<file path="src/rtl/btn_pkg.sv">
// ---------------------------------------------------------------------------
// btn_pkg
// Shared definitions for the button-driven counter: repeat FSM state
// encodings, channel role indices and the counter step kinds.
// No ports.
// ---------------------------------------------------------------------------
package btn_pkg;

  // Repeat FSM state encodings
  localparam logic [1:0] ST_IDLE   = 2'd0;
  localparam logic [1:0] ST_DELAY  = 2'd1;
  localparam logic [1:0] ST_REPEAT = 2'd2;

  // Channel roles
  localparam int BTN_INC = 0;
  localparam int BTN_DEC = 1;
  localparam int BTN_CLR = 2;

  // Resolved counter action for one cycle
  typedef enum logic [1:0] {
    STEP_NONE = 2'd0,
    STEP_UP   = 2'd1,
    STEP_DN   = 2'd2,
    STEP_CLR  = 2'd3
  } step_e;

endpackage

</file>
<file path="src/rtl/btn_ctr_if.sv">
// ---------------------------------------------------------------------------
// btn_ctr_if
// Bundles the raw button inputs and the conditioned/counter outputs of
// btn_ctr.
//   btn   : raw button levels (asynchronous to clk)
//   level : debounced levels
//   press : one-cycle pulse per debounced rising edge
//   count : counter value
//   limit : one-cycle pulse when a step wraps or is clamped
// Modports: master drives btn (board/bench side), slave is the counter.
// ---------------------------------------------------------------------------
interface btn_ctr_if #(
  parameter int NBTN  = 5,
  parameter int WIDTH = 16
);

  logic [NBTN-1:0]  btn;
  logic [NBTN-1:0]  level;
  logic [NBTN-1:0]  press;
  logic [WIDTH-1:0] count;
  logic             limit;

  modport master (output btn, input level, press, count, limit);
  modport slave  (input btn, output level, press, count, limit);

endinterface

</file>
<file path="src/rtl/btn_chan.sv">
// ---------------------------------------------------------------------------
// btn_chan
// One button channel: two-flop synchroniser, debouncer, rising-edge detector
// and auto-repeat generator.
//   clk   : system clock
//   rst   : asynchronous active-high reset
//   raw   : raw button level
//   level : debounced level
//   press : one-cycle pulse on the first cycle level is 1
//   rep   : one-cycle auto-repeat pulse while the button is held
//
// Repeat FSM states:
//   state     | meaning
//   ST_IDLE   | button released, or auto-repeat disabled
//   ST_DELAY  | held, waiting REPEAT_DELAY cycles for the first repeat
//   ST_REPEAT | held, pulsing rep every REPEAT_PERIOD cycles
// ---------------------------------------------------------------------------
module btn_chan
  import btn_pkg::*;
#(
  parameter int DB_CYCLES     = 50000,
  parameter int REPEAT_DELAY  = 5000000,
  parameter int REPEAT_PERIOD = 1000000
) (
  input  logic clk,
  input  logic rst,
  input  logic raw,
  output logic level,
  output logic press,
  output logic rep
);

  localparam int DBW = $clog2(DB_CYCLES + 1);
  localparam logic [DBW-1:0] DB_TC = DBW'(DB_CYCLES - 1);

  localparam int RMAX = (REPEAT_DELAY > REPEAT_PERIOD) ? REPEAT_DELAY : REPEAT_PERIOD;
  localparam int RW   = $clog2(RMAX + 1);
  localparam logic [RW-1:0] RD_TC = RW'((REPEAT_DELAY > 0) ? REPEAT_DELAY - 1 : 0);
  localparam logic [RW-1:0] RP_TC = RW'(REPEAT_PERIOD - 1);
  localparam bit REP_EN = (REPEAT_DELAY > 0);

  logic           s1;
  logic           s2;
  logic           level_d;
  logic [DBW-1:0] db_cnt;
  logic [1:0]     state;
  logic [RW-1:0]  rcnt;

  always_ff @(posedge clk or posedge rst) begin
    if (rst) begin
      s1 <= 1'b0;
      s2 <= 1'b0;
    end else begin
      s1 <= raw;
      s2 <= s1;
    end
  end

  // The counter only runs while s2 disagrees with level, so any
  // disagreement shorter than DB_CYCLES cycles is discarded.
  always_ff @(posedge clk or posedge rst) begin
    if (rst) begin
      level   <= 1'b0;
      level_d <= 1'b0;
      db_cnt  <= '0;
    end else begin
      level_d <= level;
      if (s2 == level) begin
        db_cnt <= '0;
      end else if (db_cnt == DB_TC) begin
        level  <= s2;
        db_cnt <= '0;
      end else begin
        db_cnt <= db_cnt + DBW'(1);
      end
    end
  end

  assign press = level & ~level_d;

  always_ff @(posedge clk or posedge rst) begin
    if (rst) begin
      state <= ST_IDLE;
      rcnt  <= '0;
    end else if (!level) begin
      state <= ST_IDLE;
      rcnt  <= '0;
    end else begin
      case (state)
        ST_IDLE: begin
          if (press && REP_EN) begin
            state <= ST_DELAY;
            rcnt  <= '0;
          end
        end
        ST_DELAY: begin
          if (rcnt == RD_TC) begin
            state <= ST_REPEAT;
            rcnt  <= '0;
          end else begin
            rcnt <= rcnt + RW'(1);
          end
        end
        ST_REPEAT: begin
          if (rcnt == RP_TC) rcnt <= '0;
          else               rcnt <= rcnt + RW'(1);
        end
        default: begin
          state <= ST_IDLE;
          rcnt  <= '0;
        end
      endcase
    end
  end

  // Gated by level so a release never produces a trailing repeat.
  assign rep = level & (((state == ST_DELAY)  && (rcnt == RD_TC)) ||
                        ((state == ST_REPEAT) && (rcnt == RP_TC)));

endmodule

</file>
<file path="src/rtl/btn_ctr.sv">
// ---------------------------------------------------------------------------
// btn_ctr
// Button-driven up/down/clear counter. Each raw button goes through a
// btn_chan; channels 0/1 (inc/dec) auto-repeat, channel 2 clears, higher
// channels are report-only.
//   clk : system clock
//   rst : asynchronous active-high reset
//   bus : btn_ctr_if slave (btn in; level, press, count, limit out)
// ---------------------------------------------------------------------------
module btn_ctr
  import btn_pkg::*;
#(
  parameter int WIDTH         = 16,
  parameter int NBTN          = 5,
  parameter int DB_CYCLES     = 50000,
  parameter int REPEAT_DELAY  = 5000000,
  parameter int REPEAT_PERIOD = 1000000,
  parameter bit SATURATE      = 1'b0
) (
  input logic        clk,
  input logic        rst,
  btn_ctr_if.slave   bus
);

  logic [NBTN-1:0]  level;
  logic [NBTN-1:0]  press;
  logic [1:0]       rep;
  logic [WIDTH-1:0] count;
  logic             limit;
  logic             up;
  logic             dn;
  logic             clr;
  logic             at_max;
  logic             at_min;
  step_e            step;

  for (genvar i = 0; i < NBTN; i++) begin : g_chan
    if (i < 2) begin : g_rep
      btn_chan #(
        .DB_CYCLES     (DB_CYCLES),
        .REPEAT_DELAY  (REPEAT_DELAY),
        .REPEAT_PERIOD (REPEAT_PERIOD)
      ) u_chan (
        .clk   (clk),
        .rst   (rst),
        .raw   (bus.btn[i]),
        .level (level[i]),
        .press (press[i]),
        .rep   (rep[i])
      );
    end else begin : g_norep
      logic rep_unused;
      btn_chan #(
        .DB_CYCLES     (DB_CYCLES),
        .REPEAT_DELAY  (0),
        .REPEAT_PERIOD (REPEAT_PERIOD)
      ) u_chan (
        .clk   (clk),
        .rst   (rst),
        .raw   (bus.btn[i]),
        .level (level[i]),
        .press (press[i]),
        .rep   (rep_unused)
      );
    end
  end

  assign up     = press[BTN_INC] | rep[BTN_INC];
  assign dn     = press[BTN_DEC] | rep[BTN_DEC];
  assign clr    = press[BTN_CLR];
  assign at_max = (count == {WIDTH{1'b1}});
  assign at_min = (count == '0);

  // Clear dominates; opposing up/down cancel to no step at all.
  always_comb begin
    step = STEP_NONE;
    if (clr)            step = STEP_CLR;
    else if (up && !dn) step = STEP_UP;
    else if (dn && !up) step = STEP_DN;
  end

  always_ff @(posedge clk or posedge rst) begin
    if (rst) begin
      count <= '0;
      limit <= 1'b0;
    end else begin
      limit <= 1'b0;
      case (step)
        STEP_CLR: count <= '0;
        STEP_UP: begin
          if (at_max) begin
            limit <= 1'b1;
            if (!SATURATE) count <= '0;
          end else begin
            count <= count + WIDTH'(1);
          end
        end
        STEP_DN: begin
          if (at_min) begin
            limit <= 1'b1;
            if (!SATURATE) count <= {WIDTH{1'b1}};
          end else begin
            count <= count - WIDTH'(1);
          end
        end
        default: ;
      endcase
    end
  end

  assign bus.level = level;
  assign bus.press = press;
  assign bus.count = count;
  assign bus.limit = limit;

endmodule

</file>
<file path="src/flat_wrapper.sv">
// flat-port wrapper written by rule: the top's interface ports become plain ports
module btn_ctr_flat import btn_pkg::*;
#(
  parameter int WIDTH         = 16,
  parameter int NBTN          = 5,
  parameter int DB_CYCLES     = 50000,
  parameter int REPEAT_DELAY  = 5000000,
  parameter int REPEAT_PERIOD = 1000000,
  parameter bit SATURATE      = 1'b0
)
  (clk, rst, bus_btn, bus_level, bus_press, bus_count, bus_limit);
  btn_ctr_if #(.NBTN(NBTN), .WIDTH(WIDTH)) bus_i ();
  input logic clk;
  input logic rst;
  input wire logic [$bits(bus_i.btn)-1:0] bus_btn;
  output wire logic [$bits(bus_i.level)-1:0] bus_level;
  output wire logic [$bits(bus_i.press)-1:0] bus_press;
  output wire logic [$bits(bus_i.count)-1:0] bus_count;
  output wire logic [$bits(bus_i.limit)-1:0] bus_limit;
  assign bus_i.btn = bus_btn;
  assign bus_level = bus_i.level;
  assign bus_press = bus_i.press;
  assign bus_count = bus_i.count;
  assign bus_limit = bus_i.limit;
  btn_ctr #(.WIDTH(WIDTH), .NBTN(NBTN), .DB_CYCLES(DB_CYCLES), .REPEAT_DELAY(REPEAT_DELAY), .REPEAT_PERIOD(REPEAT_PERIOD), .SATURATE(SATURATE)) u_core (.clk(clk), .rst(rst), .bus(bus_i));
endmodule
</file>
<file path="config.mk">
export PLATFORM = sky130hd
export DESIGN_NAME = btn_ctr_flat
export DESIGN_NICKNAME = d
export VERILOG_FILES = /design/src/rtl/btn_pkg.sv /design/src/rtl/btn_ctr_if.sv /design/src/rtl/btn_chan.sv /design/src/rtl/btn_ctr.sv /design/src/flat_wrapper.sv
export SDC_FILE = /design/constraint.sdc
export NUM_CORES = 1
export LEC_CHECK = 0
export CAP_MARGIN = 20
export CORE_MARGIN = 1
export CORE_UTILIZATION = 55
export CTS_BUF_LIST = sky130_fd_sc_hd__clkbuf_4 sky130_fd_sc_hd__clkbuf_8
export DETAILED_ROUTE_END_ITERATION = 8
export PLACE_DENSITY_LB_ADDON = 0.2
export SLEW_MARGIN = 20
export SYNTH_ARGS = -nofsm -noshare
export SYNTH_HDL_FRONTEND = slang
export SYNTH_SLANG_ARGS = --single-unit
</file>
<file path="constraint.sdc">
create_clock -name clk -period 8.6 [get_ports clk]
set_input_delay 0.86 -clock clk [delete_from_list [all_inputs] [get_ports clk]]
set_output_delay 0.86 -clock clk [all_outputs]
set_load 0.01 [all_outputs]
</file>
### Yosys cells after proc, flatten, opt, wreduce, memory -nomap -nowiden

Cells that the tools add are included.

* $add $sub $neg: 9
* eq/ne operators: 28
* muxes and demuxes: 37
* bitwise operators: 19
* reduce and logical (&&, ||, !) cells: 21

Operators by type and width (count)
* two-way mux 16 bit: 12
* two-way mux 23 bit: 8
* case mux 23 bit (3 select lines): 2
* adder 16 x 1 -> 16 bit (second input constant): 6
* equality test 16 bit (second input constant): 6
* case mux 16 bit (3 select lines): 1
* adder 23 x 1 -> 23 bit (second input constant): 2
* equality test 23 x 20 -> 1 bit (second input constant): 2
* equality test 23 bit (second input constant): 2
* two-way mux 2 bit: 9
* logical NOT 16 bit: 1
* subtractor 16 x 1 -> 16 bit (second input constant): 1
* != test 3 bit (second input constant): 4
* case mux 2 bit (3 select lines): 2
* inverter 1 bit: 10
* AND reduction 2 bit: 5
* equality test 2 bit (second input constant): 4
* bitwise AND 1 bit: 7
* equality test 2 x 1 -> 1 bit (second input constant): 3
* logical AND 1 bit: 6
* AND reduction 3 bit: 2
* equality test 1 bit: 5
* logical NOT 2 bit: 2
* != test 2 bit (second input constant): 2
* 6 further kinds: 10

* register bits after elaboration: 167
* bits of input ports: 7
* output and inout port bits: 27
* word-level logic and storage cells: 145

### Longest topological paths before layout

Gate-level depths: netlist of the first run.

* depth after elaboration: 12
* mapped depth: 14
* gate-level depth less buffers: 13

### Modules after synthesis

From an unflattened synthesis of the first run, not the netlist that was laid out.

* cell total of the unflattened synthesis: 1085
* area, all modules: 10035.9 um2

By module, submodules not included
* btn_chan (u_core.g_chan[0].g_rep.u_chan ...): instances 2, cells an instance 302, area each 2690.1 um2, sequential area each 1126.1 um2
* btn_chan (u_core.g_chan[2].g_norep.u_chan ...): instances 3, cells an instance 91, area each 1024.7 um2, sequential area each 500.5 um2
* btn_ctr: instances 1, cells an instance 208, area each 1581.5 um2, sequential area each 425.4 um2

### Least setup slack after synthesis of the first run

Ideal clock, no wire load.

* path kind: reg-to-reg
* start point: register u_core.g_chan[1].g_rep.u_chan.rcnt[15]
* end point: register u_core.count[4] (netlist: u_core.bus.count[4])
* setup time: 0.116 ns
* arrival time: 2.856 ns
* data required time: 8.484 ns
* setup slack: 5.628 ns
* cell stages (with the launch flop): 13
* buffers on the path: 2
* clock period less this slack: 2.972 ns
* cells stage by stage: dfrtp_1 -> or4b_1 -> and4bb_4 -> o211ai_1 -> a21oi_1 -> a21oi_1 -> ha_1 -> clkbuf_1 -> nor2_1 -> and2_1 -> clkbuf_1 -> o21ai_0 -> o311ai_0

* longest elaborated chain between the ends: 11
* elaborated cells on any way between the ends: 18
* classes of those cells: 5 x eq/ne; 4 x mux; 2 x bitwise; 7 x reduce/logical

Ends and longest elaborated chain
* start, declared: line btn_chan.sv:47 `logic [RW-1:0] rcnt;`
* start signal, assigned: line btn_chan.sv:101 `rcnt <= rcnt + RW'(1);`
* start signal, assigned: line btn_chan.sv:106 `else rcnt <= rcnt + RW'(1);`
* equality test 23 bit or equality test 23 x 20 -> 1 bit (tied branches): line btn_chan.sv:117, btn_chan.sv:118
* logical AND 1 bit (on tied branches): line btn_chan.sv:117, btn_chan.sv:118
* logical OR 1 bit (*): line btn_chan.sv:117 `assign rep = level & (((state == ST_DELAY) && (rcnt == RD_TC)) ||`
* bitwise AND 1 bit (*): line btn_chan.sv:117
* bitwise OR 1 bit (*): line btn_ctr.sv:69 `assign dn = press[BTN_DEC] | rep[BTN_DEC];`
* logical AND 1 bit or logical NOT 1 bit (tied branches): line btn_ctr.sv:79, btn_ctr.sv:78
* two-way mux 2 bit or logical AND 1 bit (tied branches): line btn_ctr.sv:79, btn_ctr.sv:78
* two-way mux 2 bit (*): line btn_ctr.sv:78 `else if (up && !dn) step = STEP_UP;`
* two-way mux 2 bit (*): line btn_ctr.sv:77 `if (clr) step = STEP_CLR;`
* equality test 2 bit or equality test 2 x 1 -> 1 bit (tied branches): line btn_ctr.sv:88 `case (step)`
* case mux 16 bit (3 select lines) or nonzero test 3 bit (tied branches)
* end signal, assigned: line btn_ctr.sv:95 `count <= count + WIDTH'(1);`
* end signal, assigned: line btn_ctr.sv:101 `if (!SATURATE) count <= {WIDTH{1'b1}};`
* end signal, assigned: line btn_ctr.sv:103 `count <= count - WIDTH'(1);`
* end, declared: line btn_ctr.sv:28 `logic [WIDTH-1:0] count;`

Mark *: on every way between the ends. The rest lies on a longest branch, timed or not.
A chain may end at the register's enable or synchronous reset.

### Worst setup path after layout of the first run

* start point: register u_core.g_chan[1].g_rep.u_chan.rcnt[15]
* end point: register u_core.count[9] (netlist: u_core.bus.count[9])

Same word-level chain as after synthesis.

==> reports/qor.yml, run 1 <==
routing:
  number_of_vias_per_cell: 5.92
  totalWireLength_mm: 19.3
  drt_iter0_drc: 571
  routed-via-count: 7563
  wl_per_cell_um: 15.1
  antenna_violating_nets_post_route: 0
  residual_drc: 0
  drt_pass1_iterations: 6
floorplanning:
  die_w_um: 133
  initial_utilization_pct: 56.4
  num_rows: 47
  die_area_sq_mm: 0.0176
  chipHeight_um: 133
  io_pins: 34
  core_area_sq_mm: 0.0166
hold_path:
  hold-path-endpoint: "u_core.g_chan[1].g_rep.u_chan.s2$_DFF_PP0_"
  hold_depth: 0
  type_of_the_most_critical_hold_path: "reg2reg"
  holdCritStartpoint: "u_core.g_chan[1].g_rep.u_chan.s1$_DFF_PP0_"
sta:
  slew_viol_final: 0
  setup_slack_ns: 4.65
  fmax_mhz: 253
  timing.setup.tns_ns: 0
  final.setup_skew_ns: 0.0185
  final_cycle_utilization_of_the_critical_path_pct: 46.0
  hold_ws_ns: 0.351
  setup_viol_count_final: 0
  rsz_0062_raised_after_global_routing: "no"
  min_period_ns: 3.95
  tightestPinTransition_ns: 0.980
  relSlewSlack_pct: 34.6
  final-hold-violation-count: 0
critical_path:
  path_class: "reg2reg"
  crit_slowest_cell: "sky130_fd_sc_hd__ha_1"
  reg2reg_slack_ns: 4.65
  critical_path.reg2reg.startpoint: "u_core.g_chan[1].g_rep.u_chan.rcnt[15]$_DFFE_PP0P_"
  worst-endpoint-required_ns: 8.93
  critical_path.cell_chain: "or4b_1 > and4bb_4 > o211ai_1 > a21oi_1 > o21ba_2 > ha_1 > nor2_1 > and2_1 > a222oi_1 > o21ai_0"
  setup.worst_path.start_class: "register"
  worst_r2r_path_depth: 10
  cp_slowest_stage_delay_ns: 0.76
  crit_path_end_kind: "register"
  critical_path_peak_fanout: 25
  worst_r2r_end: "u_core.bus.count[9]$_DFFE_PP0P_"
  startpoint: "u_core.g_chan[1].g_rep.u_chan.rcnt[15]$_DFFE_PP0P_"
  worstPathArrival_ns: 4.28
layout:
  finish.cell_count_without_fillers: 1278
  finish.utilization_pct: 61.5
  layout-drive-gt1-share_pct: 5.77
  layout.cell_area.non_filler_sq_mm: 0.0102
  final_nets: 1073
  antennaDiodeCount: 0
  fill_cells: 1459
  area.sequential_sq_mm: 0.00418
  area_delta_synth_final_pct: 8.97
  multiInputGateArea_sq_mm: 0.00481
clock_network:
  clock_tree.htree_level_count: 4
  clkTransAtPathRegs_ns: 0.09
  hold_buffers: 0
  cts-root-to-sink-buffers: 2
  ctsRootBufferMaster: "sky130_fd_sc_hd__clkbuf_8"
  source_to_sink_clock_delay_at_the_later_pin_of_the_worst_skew_pair_ns: 0.47
  cts_setup_buffers: 0
  number_of_sinks_handled_by_clock_tree_synthesis: 167
  inserted_clock_buffers: 17
  cts_tree: "done"
  post_cts.resized_instances: 0
power:
  power.switching_fraction_pct: 20.5
  p_seq_share_pct: 52.8
  net-switching-power_mw: 0.310
  irDropWorstVdd_uv: 122
  total_power_mw: 1.51
  fraction_of_power_consumed_by_combinational_cells_pct: 2.3
  clk_network_pwr_share_pct: 44.9
  power.internal_mw: 1.20
  leakagePower_nw: 4.26
  pwr_density_cell_mw_per_mm2: 148
placement:
  dp.final_hpwl_mm: 12.5
  pre_cts_ws_ns: 4.80
  portBuffers: 33
  dp.cells: 1246
  gp_congestion: 0.875
  placedInstanceArea_sq_mm: 0.00974
logic_synthesis:
  netlist_top_cells_count: "sky130_fd_sc_hd__dfrtp_1, sky130_fd_sc_hd__nor2_1, sky130_fd_sc_hd__nand2_1, sky130_fd_sc_hd__nand3_1, sky130_fd_sc_hd__xor2_1"
  synth.distinct_cells: 66
  synth_sequential_area_ratio_pct: 44.5
  post-synth-top-area-fraction_pct: 44.5
  area_fraction_in_compound_gates_after_synthesis_pct: 11.9
  synth_edf_count: 0
  postSynth.asyncResetShare_pct: 100
  netlist_top_cells_area: "sky130_fd_sc_hd__dfrtp_1, sky130_fd_sc_hd__nor2_1, sky130_fd_sc_hd__xor2_1"
  synth_fp_nets: 1079
  synthSimpleGateAreaFrac_pct: 27.2
  post_synth_fa_ha_maj_area_fraction_pct: 2.80
  synth-xor-area-share_pct: 8.49
  synth_ff_type: "sky130_fd_sc_hd__dfrtp_1"
  synth_top_family_by_area: "simple AND/OR/NAND/NOR gates"
  synth.most_common_cell: "sky130_fd_sc_hd__dfrtp_1"
  ys.warnings.count: 0
  syn-cell-area_sq_mm: 0.00939
  fraction_of_synthesized_area_in_multiplexers_pct: 0.720
  synth_seq_cells: 167
  synthDominantAreaCellType: "sky130_fd_sc_hd__dfrtp_1"
  gate_count_after_technology_mapping: 1051
  syn-mean-instance-area_sq_um: 8.93
global_route:
  first_pass_grt_wire_length_mm: 33.3
  antenna_violations_before_repair: 0
  grt.total_usage_pct: 23.2
  grt_start_max_net_pins: 91
  first_global_vias: 7073
  globalRouteOverflowTotal: 0
outcome:
  outcome: "complete, no violations"
job:
  cap_viol_max_count: 0
layout by cell type (no fill, tap or decap), drive strengths merged, types with 7 or more instances in the layout:
cell           Yosys  final
dfrtp            167    167
nor2             140    140
nand2            116    116
nand3             67     67
xor2              52     52
o21ai             46     46
xnor2             39     39
inv               36     36
nor3              33     33
clkdlybuf4s50      0     33
nand4             30     30
and3              24     24
clkbuf            38     23
o221ai            21     21
ha                21     21
nor4              19     19
o211ai            18     18
and2              14     14
nor2b             13     13
a21oi             12     12
or4               10     10
and4               9      9
or3                8      8
o31a               7      7
worst max-delay path: cells and delay by family, from the launching register on:
kind | cells | cell delay (ns)
AO/OA/AOI/OAI | 5 | 1.13
adder cells (fa/ha/maj) | 1 | 0.76
flip-flops | 1 | 0.43
AND/OR/NAND/NOR | 4 | 1.49
worst max-delay path by stage:
| stage | slack (ns) | endpoint | depth (start not counted) |
|---|---|---|---|
| final | 4.65 | u_core.bus.count[9]$_DFFE_PP0P_ | 10 |
| after global routing | 4.46 | u_core.bus.count[9]$_DFFE_PP0P_ | 11 |
| after CTS | 4.75 | u_core.bus.count[9]$_DFFE_PP0P_ | 10 |
| after detailed placement | 4.80 | u_core.bus.count[9]$_DFFE_PP0P_ | 10 |
| after global placement | 4.88 | u_core.bus.count[9]$_DFFE_PP0P_ | 10 |
| after floorplan | 3.22 | u_core.bus.count[0]$_DFFE_PP0P_ | 1 |
cell families after synthesis:
logic type               Yosys count
AO/OA/AOI/OAI                    157
multiplexers                       6
XOR/XNOR                          91
buffers and inverters             96
flip-flops                       167
AND/OR/NAND/NOR                  513
adder cells (fa/ha/maj)           21
per-layer routing:
metal / vias to the layer above / routed length (um) / global-route usage, %
met5: - / 0 / 0
met4: 0 / 257 / 7.79
met3: 26 / 760 / 4.71
met2: 169 / 9050 / 37.4
met1: 3671 / 9230 / 31.2
li1: 3697 / - / -
power by group through the flow:
stage	clock network, mW	logic [mW]	registers (mW)
final	0.680	0.0347	0.799
after global routing	0.733	0.0415	0.800
after CTS	0.699	0.0362	0.799
after detailed placement	0	0.0360	0.814
after global placement	0	0.0358	0.814
after floorplan	0	0.0262	0.813
area by class of cell:
cell class | count | area share [%]
well taps | 220 | 2.69
clock buffers | 23 | 2.85
inverters | 36 | 1.37
flip-flops and latches | 167 | 40.8
multi-input cells | 788 | 47.0
repair buffers | 35 | 3.37
clock inverters | 9 | 1.91
flip-flops by register name, indices dropped and copies added, names as in the netlist:
signal	count
u_core.g_chan.g_rep.u_chan.level_d	2
u_core.bus.count	16
u_core.g_chan.g_rep.u_chan.rcnt	46
u_core.bus.limit	1
u_core.g_chan.g_norep.u_chan.level	3
u_core.g_chan.g_norep.u_chan.db_cnt	48
u_core.g_chan.g_rep.u_chan.level	2
u_core.g_chan.g_norep.u_chan.s2	3
u_core.g_chan.g_rep.u_chan.db_cnt	32
u_core.g_chan.g_rep.u_chan.s1	2
u_core.g_chan.g_norep.u_chan.s1	3
u_core.g_chan.g_rep.u_chan.state	4
u_core.g_chan.g_norep.u_chan.level_d	3
u_core.g_chan.g_rep.u_chan.s2	2
No activity file was read; power rests on OpenSTA's default activity.
==> inputs of run 2 (changes only) <==
==> constraint.sdc (replaced) <==
create_clock -name clk -period 3.8 [get_ports clk]
set_input_delay 0.38 -clock clk [delete_from_list [all_inputs] [get_ports clk]]
set_output_delay 0.38 -clock clk [all_outputs]
set_load 0.01 [all_outputs]
==> run 2 against run 1 <==
Effect of this change:
- final cell count up 0.16%
- clock power up 110%
- critical path type unchanged
- critical path depth up 1
- sequential cell count unchanged
- global-route usage down 0.060 points
- core utilization about the same
==> reports/qor.yml, run 2 (synthesis gave the netlist of run 1 again) <==
critical_path:
  critPathCapture: "u_core.bus.count[12]$_DFFE_PP0P_"  # was u_core.bus.count[9]$_DFFE_PP0P_
  critical_path.reg2reg.startpoint: "u_core.g_chan[1].g_rep.u_chan.rcnt[15]$_DFFE_PP0P_"  # unchanged
  path_class: "reg2reg"  # unchanged
  critical_path_peak_fanout: 8  # was 25
  worst_r2r_path_depth: 11  # was 10
  worst_r2r_end: "u_core.bus.count[12]$_DFFE_PP0P_"  # was u_core.bus.count[9]$_DFFE_PP0P_
  cp_slowest_stage_delay_ns: 0.52  # was 0.76 ns
  worst-endpoint-required_ns: 4.17  # was 8.93 ns
  startpoint: "u_core.g_chan[1].g_rep.u_chan.rcnt[15]$_DFFE_PP0P_"  # unchanged
  worstPathArrival_ns: 3.69  # was 4.28 ns
  crit_slowest_cell: "sky130_fd_sc_hd__or4b_1"  # was sky130_fd_sc_hd__ha_1
  critical_path.cell_chain: "or4b_1 > and4bb_4 > o211ai_1 > a21oi_1 > o21ba_2 > ha_1 > nor2_1 > and2_1 > buf_4 > o21ai_0 > o311ai_0"  # was or4b_1 > and4bb_4 > o211ai_1 > a21oi_1 > o21ba_2 > ha_1 > nor2_1 > and2_1 > a222oi_1 > o21ai_0
  reg2reg_slack_ns: 0.48  # was 4.65 ns
  setup.worst_path.start_class: "register"  # unchanged
  crit_path_end_kind: "register"  # unchanged
clock_network:
  cts_setup_buffers: 0  # unchanged
  cts_tree: "done"  # unchanged
  number_of_sinks_handled_by_clock_tree_synthesis: 167  # unchanged
  ctsRootBufferMaster: "sky130_fd_sc_hd__clkbuf_8"  # unchanged
  clock_tree.htree_level_count: 4  # unchanged
  clkTransAtPathRegs_ns: 0.09  # about the same
  hold_buffers: 0  # unchanged
  post_cts.resized_instances: 0  # unchanged
  cts-root-to-sink-buffers: 2  # unchanged
  source_to_sink_clock_delay_at_the_later_pin_of_the_worst_skew_pair_ns: 0.47  # about the same
  inserted_clock_buffers: 17  # unchanged
floorplanning:
  chipHeight_um: 133  # unchanged
  io_pins: 34  # unchanged
  die_w_um: 133  # unchanged
  core_area_sq_mm: 0.0166  # unchanged
  num_rows: 47  # unchanged
  initial_utilization_pct: 56.4  # unchanged
  die_area_sq_mm: 0.0176  # unchanged
placement:
  gp_congestion: 0.879  # was 0.875
  dp.final_hpwl_mm: 12.5  # about the same
  portBuffers: 33  # unchanged
hold_path:
  type_of_the_most_critical_hold_path: "in2reg"  # was reg2reg
power:
  pwr_density_cell_mw_per_mm2: 321  # was 148 mW/mm^2
  leakagePower_nw: 4.24  # was 4.26 nW
  irDropWorstVdd_uv: 299  # was 122 uV
layout:
  antennaDiodeCount: 0  # unchanged
  final_common_cell: "sky130_fd_sc_hd__dfrtp_1"  # unchanged
  registers.top_by_ff_count: "u_core.g_chan.g_norep.u_chan.db_cnt"  # unchanged
  layout-drive-gt1-share_pct: 5.94  # was 5.77%
  final_nets: 1076  # was 1,073
  layout_common_cells: "sky130_fd_sc_hd__dfrtp_1, sky130_fd_sc_hd__nor2_1, sky130_fd_sc_hd__nand2_1"  # unchanged
  largest_register_ffs: 48  # unchanged
  fill_cells: 1381  # was 1,459
  leading_registers_by_flop_count: "u_core.g_chan.g_norep.u_chan.db_cnt: 48 flops, u_core.g_chan.g_rep.u_chan.rcnt: 46 flops, u_core.g_chan.g_rep.u_chan.db_cnt: 32 flops"  # unchanged
  area_delta_synth_final_pct: 8.95  # was 8.97%
sta:
  timing.setup.tns_ns: 0  # unchanged
  setup_viol_count_final: 0  # unchanged
  final_cycle_utilization_of_the_critical_path_pct: 87.3  # was 46.0%
  relSlewSlack_pct: 34.1  # was 34.6%
  hold_ws_ns: 0.342  # was 0.351 ns
  rsz_0062_raised_after_global_routing: "no"  # unchanged
  fmax_mhz: 302  # was 253 MHz
  min_period_ns: 3.32  # was 3.95 ns
  final-hold-violation-count: 0  # unchanged
  slew_viol_final: 0  # unchanged
  final.setup_skew_ns: 0.0127  # was 0.0185 ns
  tightestPinTransition_ns: 0.987  # was 0.980 ns
global_route:
  grt.total_usage_pct: 23.1  # was 23.2%
  globalRouteOverflowTotal: 0  # unchanged
  first_global_vias: 6967  # was 7,073
  first_pass_grt_wire_length_mm: 33.1  # was 33.3 mm
  grt_start_max_net_pins: 113  # was 91
  antenna_violations_before_repair: 0  # unchanged
routing:
  totalWireLength_mm: 19.1  # was 19.3 mm
  drt_iter0_drc: 726  # was 571
  wl_per_cell_um: 14.9  # was 15.1 um
  number_of_vias_per_cell: 5.89  # was 5.92
  drt_pass1_iterations: 8  # was 6
  antenna_violating_nets_post_route: 0  # unchanged
  residual_drc: 0  # unchanged
  routed-via-count: 7542  # was 7,563
job:
  cap_viol_max_count: 0  # unchanged
outcome:
  outcome: "complete, no violations"  # unchanged
## run 2: through the flow
step	utilization [%]	setup slack, ns	cell area (sq um)	total power [mW]	cells
5_1_grt	61.5	0.204	10200	3.41	1280
3_3_place_gp	58.8	0.592	9790	1.93	1249
4_1_cts	61.5	0.495	10200	3.32	1280
3_5_place_dp	58.8	0.506	9790	1.93	1249
6_report	61.5	0.483	10200	3.29	1280
2_1_floorplan	-	0.828	9390	1.90	1051
## run 2: cell type report
| class | count | area (sq um) | share of cell area [%] |
|---|---|---|---|
| Multi-Input combinational cell | 788 | 4810 | 47.0 |
| Clock inverter | 7 | 115 | 1.13 |
| Timing Repair Buffer | 38 | 393 | 3.84 |
| Sequential cell | 167 | 4180 | 40.8 |
| Tap cell | 220 | 275 | 2.69 |
| Clock buffer | 24 | 324 | 3.17 |
| Inverter | 36 | 139 | 1.36 |
## run 2: how the worst min path moves through the flow
stage	from	end	slack [ns]	cells past startpoint
final	bus_btn[4]	u_core.g_chan[4].g_norep.u_chan.s1$_DFF_PP0_	0.34	1
after global routing	bus_btn[4]	u_core.g_chan[4].g_norep.u_chan.s1$_DFF_PP0_	0.32	1
after CTS	bus_btn[2]	u_core.g_chan[2].g_norep.u_chan.s1$_DFF_PP0_	0.32	1
after detailed placement	u_core.g_chan[0].g_rep.u_chan.s1$_DFF_PP0_	u_core.g_chan[0].g_rep.u_chan.s2$_DFF_PP0_	0.33	0
after global placement	u_core.g_chan[4].g_norep.u_chan.s1$_DFF_PP0_	u_core.g_chan[4].g_norep.u_chan.s2$_DFF_PP0_	0.33	0
after floorplan	u_core.g_chan[0].g_rep.u_chan.s1$_DFF_PP0_	u_core.g_chan[0].g_rep.u_chan.s2$_DFF_PP0_	0.33	0
## run 2: routing by layer
metal	vias to the layer above	wire length (um)	global-route usage, %
met5	-	0	0
met4	0	313	8.17
met3	27	981	5.02
met2	213	8680	36.1
met1	3603	9090	31.8
li1	3699	-	-
## run 2: report_power, final
group / total [mW] / switching (mW) / internal, mW
clock network: 1.40 / 0.642 / 0.757
registers: 1.81 / 0.0140 / 1.79
logic: 0.0822 / 0.0587 / 0.0234
total: 3.29 / 0.715 / 2.57
## run 2: critical path, delay by kind of cell, from the launching register on
kind	cells	cell delay, ns
and+or+nand+nor	4	1.50
AOI/OAI and AO/OA	5	0.81
DFF	1	0.43
adders and majority gates	1	0.27
buffers and inverters	1	0.21
==> inputs of run 3 (changes only) <==
--- a/config.mk
+++ b/config.mk
@@ -9,6 +9,7 @@
 export CORE_MARGIN = 1
 export CORE_UTILIZATION = 55
 export CTS_BUF_LIST = sky130_fd_sc_hd__clkbuf_4 sky130_fd_sc_hd__clkbuf_8
+export CTS_CLUSTER_SIZE = 8
 export DETAILED_ROUTE_END_ITERATION = 8
 export PLACE_DENSITY_LB_ADDON = 0.2
 export SLEW_MARGIN = 20
==> results of run 3 <==
Same layout as run 2: the final DEF is identical, and so are final timing and power.
